### src/rtl/muldiv_pkg.sv
// Shared types and constants for the iterative multiply/divide sequencer.
// Op encoding: bit 1 selects divide, bit 0 selects the upper/remainder half of the result.
package muldiv_pkg;

    typedef enum logic [1:0] {
        StIdle = 2'd0,
        StRun  = 2'd1,
        StDone = 2'd2
    } state_e;

    typedef enum logic [1:0] {
        OpMul   = 2'b00,
        OpMulhu = 2'b01,
        OpDivu  = 2'b10,
        OpRemu  = 2'b11
    } op_e;

    localparam logic [2:0] ALU_ADD = 3'b000;
    localparam logic [2:0] ALU_SUB = 3'b001;

    function automatic logic op_is_div(input op_e op);
        return op[1];
    endfunction

endpackage

### src/rtl/muldiv_step.sv
// Single-iteration combinational step: shift-add multiply or restoring divide.
// hi/lo hold acc_hi/acc_lo for multiply and rem/quo for divide.
module muldiv_step
    import muldiv_pkg::*;
#(
    parameter int unsigned XLEN = 32
) (
    input  logic            is_div,
    input  logic [XLEN-1:0] hi,
    input  logic [XLEN-1:0] lo,
    input  logic [XLEN-1:0] operand,
    input  logic [XLEN-1:0] alu_result,
    output logic [XLEN-1:0] alu_a,
    output logic [XLEN-1:0] alu_b,
    output logic [2:0]      alu_ctrl,
    output logic [XLEN-1:0] hi_next,
    output logic [XLEN-1:0] lo_next
);

    logic [XLEN-1:0] t_lo;
    logic            fits;
    logic [XLEN-1:0] sum;
    logic            carry;

    always_comb begin
        // Partial remainder after shifting in the next dividend bit; hi[XLEN-1] is bit XLEN.
        t_lo  = {hi[XLEN-2:0], lo[XLEN-1]};
        fits  = hi[XLEN-1] | (t_lo >= operand);
        sum   = lo[0] ? alu_result : hi;
        carry = lo[0] & (alu_result < hi);

        alu_b = operand;
        if (is_div) begin
            alu_a    = t_lo;
            alu_ctrl = ALU_SUB;
            hi_next  = fits ? alu_result : t_lo;
            lo_next  = {lo[XLEN-2:0], fits};
        end else begin
            alu_a    = hi;
            alu_ctrl = ALU_ADD;
            hi_next  = {carry, sum[XLEN-1:1]};
            lo_next  = {sum[0], lo[XLEN-1:1]};
        end
    end

endmodule

### src/rtl/muldiv_seq.sv
// Iterative unsigned MUL/MULHU/DIVU/REMU sequencer borrowing the shared core ALU.
// The core must route alu_a/alu_b/alu_ctrl from this block and stall while busy is high.
module muldiv_seq
    import muldiv_pkg::*;
#(
    parameter int unsigned XLEN = 32,
    parameter int unsigned ITER = XLEN
) (
    input  logic            clk,
    input  logic            reset_n,
    input  logic            req_valid,
    output logic            req_ready,
    input  logic [1:0]      req_op,
    input  logic [XLEN-1:0] req_a,
    input  logic [XLEN-1:0] req_b,
    output logic            resp_valid,
    input  logic            resp_ready,
    output logic [XLEN-1:0] resp_data,
    output logic            busy,
    output logic [XLEN-1:0] alu_a,
    output logic [XLEN-1:0] alu_b,
    output logic [2:0]      alu_ctrl,
    input  logic [XLEN-1:0] alu_result
);

    localparam int unsigned CntW = (ITER > 1) ? $clog2(ITER) : 1;

    state_e            state_q, state_d;
    op_e               op_q;
    logic [XLEN-1:0]   hi_q, lo_q, operand_q;
    logic [CntW-1:0]   count_q;
    logic [XLEN-1:0]   resp_data_q;

    logic              accept;
    logic              last_step;
    logic              div_zero;
    op_e               req_op_e;
    logic [XLEN-1:0]   step_alu_a, step_alu_b;
    logic [2:0]        step_alu_ctrl;
    logic [XLEN-1:0]   step_hi, step_lo;
    logic [XLEN-1:0]   step_result;

    assign req_op_e  = op_e'(req_op);
    assign accept    = req_valid & (state_q == StIdle);
    assign last_step = (count_q == CntW'(ITER - 1));
    assign div_zero  = op_is_div(req_op_e) && (req_b == '0);
    // MULHU/REMU take the upper register, MUL/DIVU the lower.
    assign step_result = op_q[0] ? step_hi : step_lo;

    muldiv_step #(
        .XLEN (XLEN)
    ) u_step (
        .is_div     (op_is_div(op_q)),
        .hi         (hi_q),
        .lo         (lo_q),
        .operand    (operand_q),
        .alu_result (alu_result),
        .alu_a      (step_alu_a),
        .alu_b      (step_alu_b),
        .alu_ctrl   (step_alu_ctrl),
        .hi_next    (step_hi),
        .lo_next    (step_lo)
    );

    always_ff @(posedge clk or negedge reset_n) begin
        if (!reset_n) begin
            state_q <= StIdle;
        end else begin
            state_q <= state_d;
        end
    end

    always_comb begin
        state_d = state_q;
        case (state_q)
            StIdle: begin
                if (accept) begin
                    state_d = div_zero ? StDone : StRun;
                end
            end
            StRun: begin
                if (last_step) begin
                    state_d = StDone;
                end
            end
            StDone: begin
                if (resp_ready) begin
                    state_d = StIdle;
                end
            end
            default: state_d = StIdle;
        endcase
    end

    always_comb begin
        req_ready  = (state_q == StIdle);
        busy       = (state_q != StIdle);
        resp_valid = (state_q == StDone);
        resp_data  = resp_data_q;
        alu_a      = '0;
        alu_b      = '0;
        alu_ctrl   = ALU_ADD;
        if (state_q == StRun) begin
            alu_a    = step_alu_a;
            alu_b    = step_alu_b;
            alu_ctrl = step_alu_ctrl;
        end
    end

    // Multiply and divide both start from hi=0, lo=req_a, operand=req_b.
    always_ff @(posedge clk or negedge reset_n) begin
        if (!reset_n) begin
            op_q        <= OpMul;
            hi_q        <= '0;
            lo_q        <= '0;
            operand_q   <= '0;
            count_q     <= '0;
            resp_data_q <= '0;
        end else if (accept) begin
            op_q      <= req_op_e;
            hi_q      <= '0;
            lo_q      <= req_a;
            operand_q <= req_b;
            count_q   <= '0;
            if (div_zero) begin
                resp_data_q <= (req_op_e == OpDivu) ? '1 : req_a;
            end
        end else if (state_q == StRun) begin
            hi_q    <= step_hi;
            lo_q    <= step_lo;
            count_q <= count_q + CntW'(1);
            if (last_step) begin
                resp_data_q <= step_result;
            end
        end
    end

endmodule

### config.mk
export PLATFORM = sky130hd
export DESIGN_NAME = muldiv_seq
export DESIGN_NICKNAME = d
export VERILOG_FILES = /design/src/rtl/muldiv_pkg.sv /design/src/rtl/muldiv_step.sv /design/src/rtl/muldiv_seq.sv
export SDC_FILE = /design/constraint.sdc
export NUM_CORES = 1
export LEC_CHECK = 0
export ABC_AREA = 1
export BUFFER_PORTS_ARGS = -buffer_cell sky130_fd_sc_hd__clkbuf_2
export CORE_MARGIN = 2
export CORE_UTILIZATION = 45
export DETAILED_ROUTE_END_ITERATION = 8
export PLACE_DENSITY_LB_ADDON = 0.08
export SLEW_MARGIN = 10
export SYNTH_ARGS = -nofsm -noshare
export SYNTH_HDL_FRONTEND = slang
export SYNTH_SLANG_ARGS = --single-unit
export TNS_END_PERCENT = 30
### constraint.sdc
create_clock -name clk -period 6.2 [get_ports clk]
set_input_delay 0.31 -clock clk [delete_from_list [all_inputs] [get_ports clk]]
set_output_delay 0.31 -clock clk [all_outputs]
set_load 0.03 [all_outputs]
# Yosys cells after proc, flatten, opt, wreduce, memory -nomap -nowiden
# Index checks and enable logic that the tools add are counted.
word_totals:
  reg_bits: 137
  word_cells: 55
op_classes:
  addsub: 1
  n_lt_le_gt_ge: 2
  n_eq_ne: 8
  mux: 26
  n_bitwise: 3
  n_reduce_logical: 8
op_table:
  columns: ["cell", "n"]
  rows:
  - ["32-bit two-way mux", 17]
  - ["32-bit greater-or-equal comparator", 1]
  - ["32-bit logical NOT", 1]
  - ["32-bit < comparator", 1]
  - ["5-bit two-way mux", 2]
  - ["2-bit two-way mux", 4]
  - ["2-bit by 1-bit != test with 1-bit output (second input constant)", 3]
  - ["2-bit case mux with 3 select lines", 1]
  - ["3-bit AND reduction", 2]
  - ["2-bit nonzero test", 3]
  - ["5-bit by 1-bit adder with 5-bit output (second input constant)", 1]
  - ["5-bit equality test (second input constant)", 1]
  - ["2-bit equality test (second input constant)", 2]
  - ["3-bit two-way mux", 1]
  - ["1-bit bitwise AND", 2]
  - ["2-bit by 1-bit equality test with 1-bit output (second input constant)", 1]
  - ["2-bit logical NOT", 1]
  - ["2-bit != test (second input constant)", 1]
  - ["1-bit logical AND", 1]
  - ["1-bit two-way mux", 1]
  - ["1-bit bitwise OR", 1]

# Longest topological paths before layout
logic_depth:
  depth_word: 8
  mapped_depth: 20
  mapped_depth_nobuf: 20

# Cells and area by module
# Synthesis repeated with hierarchy kept, for this count alone.
hier_totals:
  hier_cells: 1633
  hier_area_um2: 10502.6
by_module_without_submodules:
  columns: ["mod", "n_inst", "cells_each", "area_each_um2"]
  rows:
  - ["muldiv_seq", 1, 931, 6889.1]
  - ["muldiv_step", 1, 702, 3613.5]

# Least setup slack after synthesis
# No wires, ideal clock.
synth_path:
  path_kind: "reg-to-reg"
  from: "reg state_q[0]"
  to: "reg resp_data_q[2], in the netlist resp_data[2]"
  arrival_time_ns: 2.167
  t_required_ns: 6.079
  setup_slack_ns: 3.912
  path_stages_with_launch: 10
  n_path_buf: 1
  synth_period_minus_slack_ns: 2.288
  path_cell_list: "dfrtp_1 > nor2_1 > inv_1 > nor2_2 > inv_2 > nand2_1 > clkbuf_1 > nand2_1 > nand2_1 > a21oi_1"
synth_via:
  elab_chain_len: 4
  word_cells_on_any_way: 8
  classes_between: "eq/ne (2); mux (1); bitwise (1); reduce/logical (4)"
synth_lines:
  columns: ["element", "line", "text"]
  rows:
  - ["start: declaration", "muldiv_seq.sv:28", "state_e state_q, state_d;"]
  - ["start signal: assignment", "muldiv_seq.sv:67", "state_q <= StIdle;"]
  - ["start signal: assignment", "muldiv_seq.sv:69", "state_q <= state_d;"]
  - ["2-bit logical NOT (*)", null, null]
  - ["net req_ready", "muldiv_seq.sv:12", "output logic req_ready,"]
  - ["1-bit bitwise AND (*)", "muldiv_seq.sv:44", "assign accept = req_valid & (state_q == StIdle);"]
  - ["2-bit by 1-bit != test with 1-bit output (no line) / 2-bit nonzero test (equally long branches)", null, null]
  - ["3-bit AND reduction (no line)", null, null]
  - ["end signal: assignment", "muldiv_seq.sv:126", "resp_data_q <= (req_op_e == OpDivu) ? '1 : req_a;"]
  - ["end signal: assignment", "muldiv_seq.sv:133", "resp_data_q <= step_result;"]
  - ["end: declaration", "muldiv_seq.sv:32", "logic [XLEN-1:0] resp_data_q;"]
# The timed path passes the listed nets; every way through them passes the cells marked *.
# A chain may end at the register's enable or synchronous reset.

# Worst setup path in the final report
layout_path:
  from: "reg op_q[1]"
  to: "out alu_a[0]"
layout_via:
  elab_chain_len: 2
layout_lines:
  columns: ["element", "line", "text"]
  rows:
  - ["start: declaration", "muldiv_seq.sv:29", "op_e op_q;"]
  - ["start signal: assignment", "muldiv_seq.sv:113", "op_q <= OpMul;"]
  - ["start signal: assignment", "muldiv_seq.sv:120", "op_q <= req_op_e;"]
  - ["32-bit two-way mux", "muldiv_step.sv:33", "if (is_div) begin"]
  - ["32-bit two-way mux", "muldiv_seq.sv:103", "if (state_q == StRun) begin"]
  - ["end: declaration", "muldiv_seq.sv:20", "output logic [XLEN-1:0] alu_a,"]
# No other way between the ends.

==> impl_metrics.csv <==
group,metric,value,unit
outcome,status,"completed",
synth,synth_top_family_by_area,"simple AND/OR/NAND/NOR gates",
synth,synth_common_cells,"nand2_1, nor2_1, dfrtp_1",
route,wl_per_cell,16.6,um
synth,synth-edff-count,0,
floorplanning,die_w,151,um
critical_path,worstRegToRegCells,13,
synth,seq_area_frac_synth,35.4,%
synth,synthXorXnorAreaFrac,0,%
placed_design,place_ws,3.23,ns
floorplanning,initial_core_util,45.9,%
synth,yosys.area_share.simple,31.0,%
critical_path,arrival,3.11,ns
synth,async_reset_ff_share,100,%
timing,max_slew_margin,15.1,%
synth,yosysTopAreaCell,"dfrtp_1",
route,routed_wl,31300,um
synth,ys_top_cells_by_area,"dfrtp_1, nand2_1, nor2_1",
route,drcViolationCount,0,
route,drt_iter0_markers,688,
timing,fmax,0.292,GHz
critical_path,worstPathRequired,5.89,ns
placed_design,dp_hpwl,22000,um
critical_path,r2r_slack,3.20,ns
synth,synth_top_area_share,35.4,%
timing,slew_violations,0,
timing,final.min_clock_period,3.42,ns
synth,syn_area,9680,um2
cts,cts.sinks,137,
cts,cts.path.max_buffers,2,
synth,post_synth.cell_area_avg,6.65,um2
pwr,ir_worst_vdd,0.382,mV
critical_path,endpoint,"alu_a[0]",
synth,synth_most_common_cell,"nand2_1",
floorplanning,core-area,21100,um2
cts,htreeDepth,4,
cells_and_area,final_util,54.0,%
critical_path,crit_type,"reg -> out",
cts,post_cts_buffers,0,
global_route,antenna_found_initial,1,
timing,final-hold-violation-count,0,
floorplanning,row_count,53,
cts,cts_root_buffer,"clkbuf_16",
floorplanning,ioPinCount,204,
global_route,gr-usage-all-layers,28.0,%
timing,finalClockSkew,0.00889,ns
cts,cts_buffers,17,
placed_design,portBuffers,201,
cts,clkTransAtPathRegs,0.07,ns
route,dr.pass1.iters,7,
placed_design,place_congestion,0.870,
timing,whs,0.0480,ns
timing,tightestPinTransition,1.27,ns
timing,finalSetupViolations,0,
critical_path,crit_path_max_fanout,59,
global_route,grt_first_pass_wirelength,49700,um
cts,clkLatencyLatePin,0.43,ns
timing,rsz0062_at_grt,"no",
synth,yosys_warnings,0,
synth,synth_fa_ha_area_share,8.40,%
route,vias,10200,
cells_and_area,drive_gt1_share,16.0,%
floorplanning,die_area,22700,um2
timing,tns,0,ns
timing,fin_ws,2.78,ns
critical_path,cp-startpoint,"op_q[1]$_DFFE_PN0P_",
global_route,grt_max_degree,88,
run,maxCapViolCount,0,
floorplanning,chipHeight,151,um
pwr,leakagePower,5.99,nW
synth,synthFlopType,"dfrtp_1",
route,antenna_left,0,
synth,ys_types,33,
cells_and_area,diodes,0,
cells_and_area,nNetsFinal,1771,
critical_path,critPathLaunchType,"register",
timing,post-route-period-util,55.2,%
critical_path,rr_endpoint,"resp_data[9]$_DFFE_PN0P_",
synth,synth_cells,1456,
synth,synthMuxAreaShare,0,%
global_route,grt_pass1_vias,9577,
pwr,power.total,7.39,mW
cts,cts_tree,"yes",
critical_path,worstReg2RegStart,"hi_q[18]$_DFFE_PN0P_",
min_path,hold_class,"in -> reg",
cells_and_area,syn_to_final_growth,17.5,%
route,via_per_inst,5.37,
synth,synth_compound_area_share,16.1,%
global_route,overflow,0,
critical_path,crit_path_end_kind,"output port",
synth,ys_seq_elements,137,
pwr,p_per_area,649,nW/um2
[per-layer routing]
| layer | track usage (%) | vias to the layer above | wire length, um |
|---|---|---|---|
| met2 | 47.0 | 338 | 15000 |
| met4 | 8.41 | 0 | 751 |
| met1 | 37.5 | 4739 | 13800 |
| met3 | 3.97 | 41 | 1810 |
| li1 | - | 5039 | - |
| met5 | 0 | - | 0 |
[cells by family after synthesis]
| logic type | Yosys count |
|---|---|
| AOI/OAI and AO/OA | 281 |
| adders and majority gates | 65 |
| buffers and inverters | 224 |
| DFF | 137 |
| other | 1 |
| and+or+nand+nor | 748 |
[how the worst min path moves through the flow]
stage / cells past startpoint / to / slack (ns) / start
floorplan: 0 / count_q[0]$_DFFE_PN0P_ / 0.01 / reset_n
global placement: 1 / operand_q[7]$_DFFE_PN0P_ / 0.46 / reset_n
detailed placement: 1 / operand_q[7]$_DFFE_PN0P_ / 0.45 / reset_n
CTS: 2 / state_q[1]$_DFFE_PN0P_ / 0.03 / resp_ready
global route: 2 / state_q[1]$_DFFE_PN0P_ / 0.04 / resp_ready
finish: 2 / state_q[1]$_DFFE_PN0P_ / 0.05 / resp_ready
[where the power goes]
part / switching, mW / leakage (nW) / internal (mW)
clock network: 0.424 / 0.276 / 0.567
logic: 3.30 / 4.05 / 1.42
registers: 0.328 / 1.67 / 1.34
[registers in the layout, indices dropped and copies added (netlist names)]
register and cells:
resp_data 32, op_q 2, lo_q 32, count_q 5, hi_q 32, operand_q 32, state_q 2
[area by class of cell]
cell class / count / area (um2)
sequential: 137 / 3430
multi-input combinational: 1096 / 5400
clock inverter: 13 / 120
tap: 275 / 344
clock buffer: 19 / 443
inverter: 136 / 510
timing repair buffer: 216 / 1130
fill: 2215 / 9710
[through the flow]
| stage | cell area (um2) | std cells |
|---|---|---|
| final | 11400 | 1892 |
| after global routing | 11400 | 1892 |
| after CTS | 11400 | 1892 |
| after detailed placement | 10800 | 1859 |
| after global placement | 10800 | 1859 |
| after floorplan | 9680 | 1457 |
[layout by cell type, fill, tap and decap left out, types with 2 or more instances in the layout]
master and n:
nand2_1 381, nand3_1 99, nor2_1 239, nor2_4 3, inv_6 3, a21o_1 2, ha_1 65, clkbuf_2 200
nor3_1 3, clkbuf_16 17, clkinv_1 2, dfrtp_1 136, inv_1 131, conb_1 2, o21ai_0 113, and3_1 2
inv_2 3, o21a_1 2, buf_4 14, a21oi_1 95, clkinv_4 2, clkinv_2 4, clkinvlp_4 2, o22ai_1 31
o211ai_1 33, nor4_1 8, nor3b_1 2, nand4_1 5, nor2_2 3, a22o_1 2
[worst max-delay path: stages (launching register included)]
cell	delay (ns)
dfrtp_4	0.83
clkinv_1	1.08
o21ai_0	0.44
a21oi_1	0.07
clkbuf_2	0.25
[timing repair]
| item | in CTS | in global routing |
|---|---|---|
| endpoints found under the hold margin | 9 | 0 |
| gates resized for setup | 0 | 0 |
| hold buffers | 1 | 0 |
No activity file was read; power rests on OpenSTA's default activity.
